[src/rtl/mult_pkg.sv]
// Shared types and sizing helpers for the sequential shift-and-add multiplier.
package mult_pkg;

  typedef enum logic [1:0] {
    IDLE = 2'd0,
    CALC = 2'd1,
    FIN  = 2'd2
  } state_t;

  localparam int DEFAULT_WIDTH = 8;
  localparam int DEFAULT_CNT_W = $clog2(DEFAULT_WIDTH) + 1;

  // Iteration counter must hold WIDTH itself, not just WIDTH-1.
  function automatic int cnt_width(input int width);
    return $clog2(width) + 1;
  endfunction

endpackage

[src/rtl/shift_add_multiplier.sv]
// WIDTH x WIDTH multi-cycle shift-and-add multiplier, optional two's-complement
// mode via sign-magnitude; START/BUSY/DONE handshake, product held until next result.
//
// state | meaning
// IDLE  | waiting for START, operands captured on the START edge
// CALC  | one add/shift iteration per cycle, WIDTH cycles
// FIN   | DONE pulse for one cycle, product already on MULT_SAIDA
module shift_add_multiplier
  import mult_pkg::*;
#(
  parameter int WIDTH     = 8,
  parameter bit SIGNED_EN = 1'b1
) (
  input  logic                 CLK,
  input  logic                 RESET_N,
  input  logic                 START,
  input  logic                 SIGNED_MODE,
  input  logic [WIDTH-1:0]     A,
  input  logic [WIDTH-1:0]     B,
  output logic                 BUSY,
  output logic                 DONE,
  output logic [2*WIDTH-1:0]   MULT_SAIDA
);

  localparam int PW    = 2 * WIDTH;
  localparam int CNT_W = cnt_width(WIDTH);
  localparam logic [CNT_W-1:0] LAST_CNT = CNT_W'(WIDTH - 1);

  state_t            state_q, state_d;
  logic [CNT_W-1:0]  cnt_q;
  logic [WIDTH-1:0]  mcand_q, mplier_q;
  logic              neg_q;
  logic [PW-1:0]     acc_q;

  logic              use_signed;
  logic [WIDTH-1:0]  a_mag, b_mag;
  logic              neg_in;
  logic [PW-1:0]     partial, acc_next;
  logic              last_iter;

  // Magnitudes are unsigned WIDTH-bit, so the most negative value maps cleanly.
  always_comb begin
    use_signed = SIGNED_EN && SIGNED_MODE;
    a_mag      = (use_signed && A[WIDTH-1]) ? (~A + 1'b1) : A;
    b_mag      = (use_signed && B[WIDTH-1]) ? (~B + 1'b1) : B;
    neg_in     = use_signed && (A[WIDTH-1] ^ B[WIDTH-1]);
    partial    = mplier_q[0] ? (PW'(mcand_q) << cnt_q) : '0;
    acc_next   = acc_q + partial;
    last_iter  = (cnt_q == LAST_CNT);
  end

  always_comb begin
    state_d = state_q;
    BUSY    = 1'b0;
    DONE    = 1'b0;
    case (state_q)
      IDLE: if (START) state_d = CALC;
      CALC: begin
        BUSY = 1'b1;
        if (last_iter) state_d = FIN;
      end
      FIN: begin
        DONE    = 1'b1;
        state_d = IDLE;
      end
      default: state_d = IDLE;
    endcase
  end

  always_ff @(posedge CLK or negedge RESET_N) begin
    if (!RESET_N) begin
      state_q    <= IDLE;
      cnt_q      <= '0;
      mcand_q    <= '0;
      mplier_q   <= '0;
      neg_q      <= 1'b0;
      acc_q      <= '0;
      MULT_SAIDA <= '0;
    end else begin
      state_q <= state_d;
      case (state_q)
        IDLE: begin
          if (START) begin
            mcand_q  <= a_mag;
            mplier_q <= b_mag;
            neg_q    <= neg_in;
            acc_q    <= '0;
            cnt_q    <= '0;
          end
        end
        CALC: begin
          acc_q    <= acc_next;
          mplier_q <= mplier_q >> 1;
          cnt_q    <= cnt_q + CNT_W'(1);
          if (last_iter) MULT_SAIDA <= neg_q ? (~acc_next + 1'b1) : acc_next;
        end
        default: ;
      endcase
    end
  end

endmodule

[config.mk]
export PLATFORM = sky130hd
export DESIGN_NAME = shift_add_multiplier
export DESIGN_NICKNAME = d
export VERILOG_FILES = /design/src/rtl/mult_pkg.sv /design/src/rtl/shift_add_multiplier.sv
export SDC_FILE = /design/constraint.sdc
export NUM_CORES = 1
export LEC_CHECK = 0
export ABC_AREA = 1
export BUFFER_PORTS_ARGS = -buffer_cell sky130_fd_sc_hd__buf_2
export CAP_MARGIN = 30
export CORE_MARGIN = 5
export CORE_UTILIZATION = 61
export CTS_CLUSTER_DIAMETER = 150
export DETAILED_ROUTE_END_ITERATION = 8
export PLACE_DENSITY = 0.82
export SLEW_MARGIN = 15
export SYNTH_ARGS = -nofsm -noshare
export SYNTH_HDL_FRONTEND = slang
export SYNTH_SLANG_ARGS = --single-unit
[constraint.sdc]
create_clock -name CLK -period 3.3 [get_ports CLK]
set_clock_uncertainty 0.2 [all_clocks]
set_input_delay 0.66 -clock CLK [delete_from_list [all_inputs] [get_ports CLK]]
set_output_delay 0.66 -clock CLK [all_outputs]
set_load 0.1 [all_outputs]
# After elaboration in Yosys (flattened, before gate mapping)
# Index checks and enable logic that the tools add are counted.
dict set report totals {
  regBits 55
  inputBits 20
  output_inout_bits 18
  word_cells 46
}
dict set report classes {
  add_sub_neg 5
  eq_ne 5
  shifts 1
  n_mux 15
  n_bitwise 4
  n_reduce_logical 9
}
# op n
set ops {}
lappend ops {{$mux 16} 3}
lappend ops {{$pmux 16 s2} 1}
lappend ops {{$mux 8} 3}
lappend ops {{$add 16x1->16 const B} 1}
lappend ops {{$add 16x16->16} 1}
lappend ops {{$add 8x1->8 const B} 2}
lappend ops {{$not 16->16} 1}
lappend ops {{$not 8->8} 2}
lappend ops {{$pmux 8 s2} 1}
lappend ops {{$shl 8x4->16} 1}
lappend ops {{$pmux 4 s2} 1}
lappend ops {{$reduce_and 2->1} 4}
lappend ops {{$add 4x1->4 const B} 1}
lappend ops {{$eq 4x3->1 const B} 1}
lappend ops {{$mux 2} 2}
lappend ops {{$mux 4} 1}
lappend ops {{$ne 2x2->1 const B} 2}
lappend ops {{$pmux 2 s2} 1}
lappend ops {{$logic_and 1x1->1} 3}
lappend ops {{$eq 2x1->1 const B} 1}
lappend ops {{$eq 2x2->1 const B} 1}
lappend ops {{$logic_not 2->1} 1}
lappend ops {{$mux 1} 2}
lappend ops {{$reduce_bool 2->1} 1}
lappend ops {{$xor 1x1->1} 1}

# Longest topological paths before layout
# Gate-level depths: netlist of run 1.
dict set report depth {
  ltp_word 6
  depth_mapped 24
  ltp_nobuf 23
}

# Worst setup path before layout of run 1
# OpenSTA, ideal clock, no wires.
dict set report synth_timing {
  path_kind {register to register}
  from {register cnt_q[1]}
  to {register MULT_SAIDA[15]}
  setup_time_ns 0.120
  t_arrival_ns 2.695
  t_required_ns 2.980
  path_slack_ns 0.285
  stages_incl_launch_ff 20
  n_path_buf 2
  period_less_slack_ns 3.015
  path_cell_list {dfrtp_1 > buf_2 > inv_1 > clkbuf_1 > a21oi_1 > a31oi_1 > o22ai_1 > o21a_1 > ha_1 > nand2_1 > nor2_1 > nand3_1 > nand4_1 > nand2_1 > nor2_1 > nand2_2 > nand2_4 > nand4_1 > nand3_1 > nand2_1}
}
dict set report synth_between {
  elab_chain_cells 6
  word_cells_on_any_way 8
  classes_between {add/sub (2); eq/ne (1); shift (1); mux (2); bitwise (1); reduce/logical (1)}
}
# element line
set synth_lines {}
lappend synth_lines {{start, declared} shift_add_multiplier.sv:30} ;# logic [CNT_W-1:0] cnt_q;
lappend synth_lines {{start signal, assigned} shift_add_multiplier.sv:94} ;# cnt_q <= cnt_q + CNT_W'(1);
lappend synth_lines {{$shl 8x4->16} shift_add_multiplier.sv:47} ;# partial = mplier_q[0] ? (PW'(mcand_q) << cnt_q) : '0;
lappend synth_lines {{$mux 16} shift_add_multiplier.sv:47}
lappend synth_lines {{$add 16x16->16} shift_add_multiplier.sv:48} ;# acc_next = acc_q + partial;
lappend synth_lines {{$not 16->16} shift_add_multiplier.sv:95} ;# if (last_iter) MULT_SAIDA <= neg_q ? (~acc_next + 1'b1) : acc_next;
lappend synth_lines {{$add 16x1->16} shift_add_multiplier.sv:95}
lappend synth_lines {{$mux 16} shift_add_multiplier.sv:95}
lappend synth_lines {{end signal, assigned} shift_add_multiplier.sv:95}
lappend synth_lines {{end, declared} shift_add_multiplier.sv:22} ;# output logic [2*WIDTH-1:0] MULT_SAIDA
# Several ways; a longest one is shown, not always the timed one.
# A chain may end at the register's enable or synchronous reset.

# Worst setup path after layout of run 1
dict set report layout_timing {
  from {register cnt_q[0]}
  to {register MULT_SAIDA[15]}
}
# The elaborated chain is that of the path after synthesis.

==> impl_results.md, run 1 <==
* Status: complete, but fails checks
* Failing checks: hold timing
* Inserted Clock Buffers at 5
* Final nets at 731
* Synth area leader: dfrtp_1
* Port bufs at 37
* Asr flop ratio synth at 100%
* #FFs+latches synth at 55
* Final WL at 11300 um
* Gr usage total at 26.5%
* Register area at 1380 um^2
* Largest net degree at the start of global routing at 43
* Post-route DRC at 0
* DIE AREA at 8620 um^2
* Min Hold Slack at -0.0135 ns
* Worst path cell trace: inv_2 > buf_4 > nand2_1 > nand3_1 > nand2_1 > nand2_1 > o21ai_0 > o22ai_1 > ha_1 > nand2_1 > nor2_1 > and2_1 > nand2_1 > nand2_1 > nand2_1 > nand2_1 > nand2_1 > nand2_1 > nand4_1 > nand3_1 > nand2_1
* Post-synth EDFFs at 0
* HP Class: in -> async
* Syn_nets at 673
* CP Class: reg -> reg
* Largest cells by area after synthesis: dfrtp_1 (33%), nand2_1 (18%), inv_1 (6.6%)
* Most numerous cell on the critical path: nand2_1
* Mapped Area at 4190 um^2
* Share of the yosys chip area belonging to registers at 32.9%
* Vias post-DR at 4377
* Met3 wire len at 488 um
* Pins Over Slew Limit at 0
* Cells after synthesis at 633
* Max stage delay on crit path at 0.41 ns
* WP data arrival at 3.17 ns
* Post-route ant nets at 0
* Final hold vios at 7
* Slew @ Worst Pin at 0.549 ns
* Gr ovfl total at 0
* Diodes inserted at 0
* Synthesized area per cell at 6.62 um^2
* Vias in the first global route at 4147
* Post-layout min period at 3.14 ns
* Crit-path slowest cell: dfrtp_1
* I/O pins at 38
* Share of the synthesized area in the top cell type at 32.9%
* Die Wd at 92.9 um
* H-Tree Depth at 2
* M1 wire length at 4930 um
* Fin crit share at 95.1%
* RSZ-0062 raised after global routing: yes
* Initial drt markers at 350
* Final core utilization at 73.0%
* Clk Latency, worst-skew pair at 0.33 ns
* Die Ht at 92.9 um
* R2R setup slack at 0.16 ns
* CTS tree: built
* Critical Path Fanout Max at 6
* Layout area overhead at 17.7%
* Crit path required time at 3.33 ns
* Core area at 6760 um^2
* Routed wire per std cell at 14.6 um
* Met2 WL at 5420 um
* Setup TNS at 0 ns
* Via density at 5.67
* Area of the multi-input gates at 2660 um^2
* Primary FF master, synth: dfrtp_1
* Global-route wire length before repair at 18700 um
* Max layer used: met4
* # clock sinks at 55
* Fraction of layout cells with a size suffix above 1 at 21.8%
* 1st-pass router iterations at 7
* Initial core utilization at 62.0%
* Post-DP HPWL at 8440 um
* Crit start category: register
* CTS Root Buffer Type: clkbuf_8
* Yosys Warn Count at 0
* Placer Congestion at 1.03
* Row count at 30
* F_max at 319 MHz
* Initial antenna violation count at 0
* Final setup fails at 0
* Slew margin rel. at 63.4%
* Max cap viols at 0
* Maximum root-to-sink buffer count at 2
* Distinct cells, synth at 38
* Critical Path End Type: register
* Layout fillers at 551
* Clk pin slew, worst setup/hold paths at 0.11 ns
cells in the mapped netlist, types with 5 or more instances:
cell and n:
inv_1 74, xor2_1 8, a21oi_1 15, clkbuf_1 10, a22oi_1 7, dfrtp_1 55
nand2_2 16, o22ai_1 8, ha_1 19, a31oi_1 5, nor2_1 64, nand3_1 46
xnor2_1 6, nand2_1 199, o21ai_0 55
kinds of logic (layout without fill, tap and decap cells):
family                     count (synthesis)  count (layout)  synth area share, %
and+or+nand+nor                          349             349                 35.5
AOI/OAI and AO/OA                        104             104                 14.2
buffers and inverters                     91             150                 8.33
DFF                                       55              55                 32.9
adders and majority gates                 20              20                 6.15
xor gates and xnor gates                  14              14                 2.93
worst max-delay path: cells and delay by family (launching register included):
kind	cells	cell delay [ns]
compound gates	2	0.29
fa+ha+maj	1	0.41
buf+inv	2	0.22
flops	1	0.41
simple gates	16	1.52
stage by stage:
step                hold WS, ns  cells  setup slack, ns  cell area, um^2
floorplan                 0.164    633            0.285             4190
global placement          0.259    753         0.000544             4540
finish                  -0.0135    772            0.163             4930
CTS                       0.291    761           0.0292             4640
global route           0.000983    772           -0.100             4930
detailed placement        0.261    753          -0.0905             4540
routing by layer:
metal  GRT usage (%)  up-vias
met5               0        -
met4            12.0        0
met3            3.41       37
met2            45.4      153
met1            33.3     2021
li1                -     2166
final cells by class:
cell class              instances  area share [%]
inverters                      77            5.91
flip-flops and latches         55            27.9
multi-input cells             487            53.9
clock inverters                 3           0.558
repair buffers                 65            8.27
well taps                      80            2.03
clock buffers                   5            1.40
path summary, 6_finish.rpt:
path / end / cells after the start / startpoint
max in group asynchronous: MULT_SAIDA[4]$_DFFE_PN0P_ / 2 / RESET_N
hold reg to reg: MULT_SAIDA[12]$_DFFE_PN0P_ / 2 / MULT_SAIDA[12]$_DFFE_PN0P_
hold / removal: acc_q[13]$_DFFE_PN0P_ / 1 / RESET_N
min in group CLK: MULT_SAIDA[12]$_DFFE_PN0P_ / 2 / MULT_SAIDA[12]$_DFFE_PN0P_
setup / recovery: MULT_SAIDA[15]$_DFFE_PN0P_ / 21 / cnt_q[0]$_DFFE_PN0P_
setup reg to reg: MULT_SAIDA[15]$_DFFE_PN0P_ / 21 / cnt_q[0]$_DFFE_PN0P_
registers in the layout (all words and copies together), names as in the netlist:
| register | flops |
|---|---|
| mplier_q | 8 |
| MULT_SAIDA | 16 |
| acc_q | 16 |
| mcand_q | 8 |
| cnt_q | 4 |
| neg_q | 1 |
| state_q | 2 |
timing repair:
action                                  4_1_cts  5_1_grt
pin swaps                                     0       20
hold endpoints to repair                      0        0
resized for setup                             2       61
hold buffers                                  0        0
gates cloned                                  0        0
endpoints found under the setup margin        2        9
buffers inserted                              0       10
cell usage in the layout, fill, tap and decap left out, types with 5 or more instances in the layout:
cell type,count
nand2_1,186
inv_1,71
nor2_1,58
dfrtp_1,55
o21ai_0,47
nand3_1,44
buf_2,37
nand2_2,29
buf_4,27
a21oi_1,10
ha_1,10
xor2_1,8
o21ai_2,7
o22ai_1,7
a22oi_1,7
a21oi_2,6
nor2_2,6
xnor2_1,6
nand3_2,6
inv_2,5
o21ai_1,5
a31oi_1,5
ha_2,5
clkbuf_8,5
Power of run 1 is left out: the tool's default activity adds up to more than one toggle a clock period on the data nets, which glitch-free logic cannot reach.
==> run 2, diff against run 1 <==
Settings changed: ABC_AREA 1 to default, CORE_ASPECT_RATIO from default to 0.9, CORE_UTILIZATION 61 to 60, PLACE_DENSITY 0.82 to 0.81.
==> run 2 against run 1 <==
The run ends with setup timing left. Via count decreased by 9.2%. Setup slack worse by 1.3 ns. Area after synthesis decreased by 7.5%. Die area is 5.3% lower. Synthesized cell count is 30% lower. Hold slack improved by 0.15 ns. Cell area up 8.5%. Global-route usage increased by 1.8 points. Final cell count shrank 15%. Wire length rose by 4.5%. Core utilization increased by 14 points. Critical endpoint unchanged. Largest cell class unchanged. Highest routed layer unchanged.
==> impl_results.md, run 2 <==
* Synthesized area per cell at 8.69 um^2
* Crit path required time at 3.30 ns
* Status: complete, but fails checks
* Delay-heaviest family, CP: simple AND/OR/NAND/NOR gates
* Die Ht at 86.2 um
* Fraction of layout cells with a size suffix above 1 at 39.2%
* CTS tree: built
* Crit-path slowest cell: or4b_4
* #FFs+latches synth at 55
* Initial drt markers at 358
* Hold-fix buffers, CTS at 0
* # clock sinks at 55
* Commonest non-fill, non-tap cell in the layout: buf_4
* Vias post-DR at 3974
* Maximum root-to-sink buffer count at 2
* Finished Layout Cells at 658
* Die Wd at 94.7 um
* Post-layout min period at 4.42 ns
* Routed wire per std cell at 17.9 um
* Largest net degree at the start of global routing at 32
* Placer Congestion at 0.930
* Critical Path Fanout Max at 8
* Synth area leader: dfrtp_1
* Max stage delay on crit path at 0.57 ns
* Final WL at 11800 um
* Slew @ Worst Pin at 0.966 ns
* Register area at 1380 um^2
* Vias in the first global route at 3869
* Max cap viols at 0
* Cell with the most instances after synthesis: nand2_1
* Diodes inserted at 0
* Initial core utilization at 62.7%
* Gr usage total at 28.4%
* Mapped Area at 3870 um^2
* Final hold vios at 0
* Post-route ant nets at 0
* Final core utilization at 86.6%
* Final nets at 612
* Syn_nets at 486
* F_max at 226 MHz
* Clk Latency, worst-skew pair at 0.31 ns
* PD cells at 1050 nW/um^2
* Layout fillers at 345
* Post-synth EDFFs at 0
* Most frequent cells in the layout: buf_4 (93), nand2_1 (57), dfrtp_1 (54), buf_2 (37), o21ai_0 (31)
* Slew margin rel. at 35.6%
* H-Tree Depth at 2
* Post-synth top cells: nand2_1 (59), dfrtp_1 (55), o21ai_0 (45)
* Global-route wire length before repair at 18600 um
* Yosys Warn Count at 0
* Initial antenna violation count at 0
* Gr ovfl total at 0
* Share of the synthesized area in the top cell type at 35.5%
* Post-route DRC at 0
* Inserted Clock Buffers at 5
* Pins Over Slew Limit at 0
* Final worst slack at -1.12 ns
* Share of the yosys chip area belonging to registers at 35.5%
* 1st-pass router iterations at 4
* HP Class: in -> async
* Failing checks: setup timing
* Critical Path End Type: register
* Port bufs at 37
* DIE AREA at 8170 um^2
* LEAKAGE at 2.48 nW
* Final setup fails at 23
* RSZ-0062 raised after global routing: yes
* I/O pins at 38
* Primary FF master, synth: dfrtp_1
* Buf/Inv on CP at 2
* Crit start category: register
* Layout area overhead at 38.2%
* Top Registers: MULT_SAIDA (16), acc_q (16)
* Worst IR Drop VDD at 0.925 mV
* CTS Root Buffer Type: clkbuf_8
* Clk pin slew, worst setup/hold paths at 0.09 ns
* Row count at 27
* CP Class: reg -> reg
* Fin crit share at 134%
* Largest cells by area after synthesis: dfrtp_1 (36%), ha_1 (6.1%), o21ai_0 (5.8%)
* Post-DP HPWL at 8420 um
* Via density at 6.04
* Distinct cells, synth at 63
* Area of the multi-input gates at 2790 um^2
* Cells after synthesis at 446
* Asr flop ratio synth at 100%
* Worst path cell trace: mux2i_2 > nor2_1 > a31oi_1 > buf_4 > buf_4 > nor2_1 > ha_2 > a211oi_4 > nor4b_4 > or4_4 > a222oi_1 > or4b_4 > o41ai_4 > xnor2_1 > mux2_4
* WP data arrival at 4.42 ns
* Core area at 6180 um^2
* Placed Cells at 640
==> run 2: cell types whose count changed after synthesis, moves of 10 or more <==
cell and delta:
a22o_1 +14, inv_1 -60, nand2_1 -140, nand2_2 -16, nand3_1 -36, nor2_1 -30, nor2b_1 +12, o21ai_0 -10
xor2_1 +12
==> run 2: metrics by stage <==
step	total power [W]	setup TNS [ns]	cell area, um^2	hold WS, ns	setup WS (ns)
after floorplan	0.00338	-3.71	4000	0.164	-0.773
after global placement	0.00446	-6.86	4870	0.259	-0.922
after detailed placement	0.00458	-10.35	4870	0.265	-1.08
after CTS	0.00516	-8.18	5100	0.144	-0.949
after global routing	0.00590	-13.98	5350	0.159	-1.21
final	0.00561	-11.48	5350	0.134	-1.12
==> run 2: path summary, 6_finish.rpt <==
check                                          start                         end  slack [ns]  cells past startpoint
setup / recovery                cnt_q[0]$_DFFE_PN0P_  MULT_SAIDA[15]$_DFFE_PN0P_       -1.12                     15
hold / removal                               RESET_N      mcand_q[0]$_DFFE_PN0P_        0.13                      2
setup reg to reg                cnt_q[0]$_DFFE_PN0P_  MULT_SAIDA[15]$_DFFE_PN0P_       -1.12                     15
hold reg to reg            MULT_SAIDA[9]$_DFFE_PN0P_   MULT_SAIDA[9]$_DFFE_PN0P_        0.28                      2
max in group asynchronous                    RESET_N     mplier_q[4]$_DFFE_PN0P_        2.41                      2
min in group CLK           MULT_SAIDA[9]$_DFFE_PN0P_   MULT_SAIDA[9]$_DFFE_PN0P_        0.28                      2
==> run 2: repair_timing <==
item | in CTS | in global routing
setup buffers | 6 | 6
endpoints found under the hold margin | 0 | 0
setup endpoints to repair | 20 | 23
pin swaps | 10 | 23
resized for setup | 29 | 50
==> run 2: area by class of cell <==
class,instances,area share [%]
clock buffer,6,1.36
inverter,15,1.05
multi-input combinational,359,52.1
sequential,55,25.7
tap,87,2.03
timing repair buffer,136,17.8
==> run 2: cells by family (layout without fill, tap and decap cells) <==
group / after synthesis / in the layout / share of synthesized area, %
adders and majority gates: 20 / 20 / 6.65
AOI/OAI and AO/OA: 135 / 135 / 23.6
muxes: 17 / 17 / 4.75
and+or+nand+nor: 156 / 156 / 19.4
buffers and inverters: 32 / 157 / 3.10
DFF: 55 / 55 / 35.5
xor gates and xnor gates: 31 / 31 / 7.01
==> run 2: where the power goes <==
part,internal [W],switching (W)
logic,0.00175,0.00230
clock network,0.000142,0.000206
registers,0.000934,0.000276
==> run 2: metal layers <==
metal  track usage (%)  wire length [um]  vias up
li1                  -                 -     1851
met1              38.7              5100     1934
met2              48.1              5810      159
met3              3.21               640       30
met4              7.08               240        0
met5                 0                 0        -
Note: power is estimated with default switching activity, not from simulation.
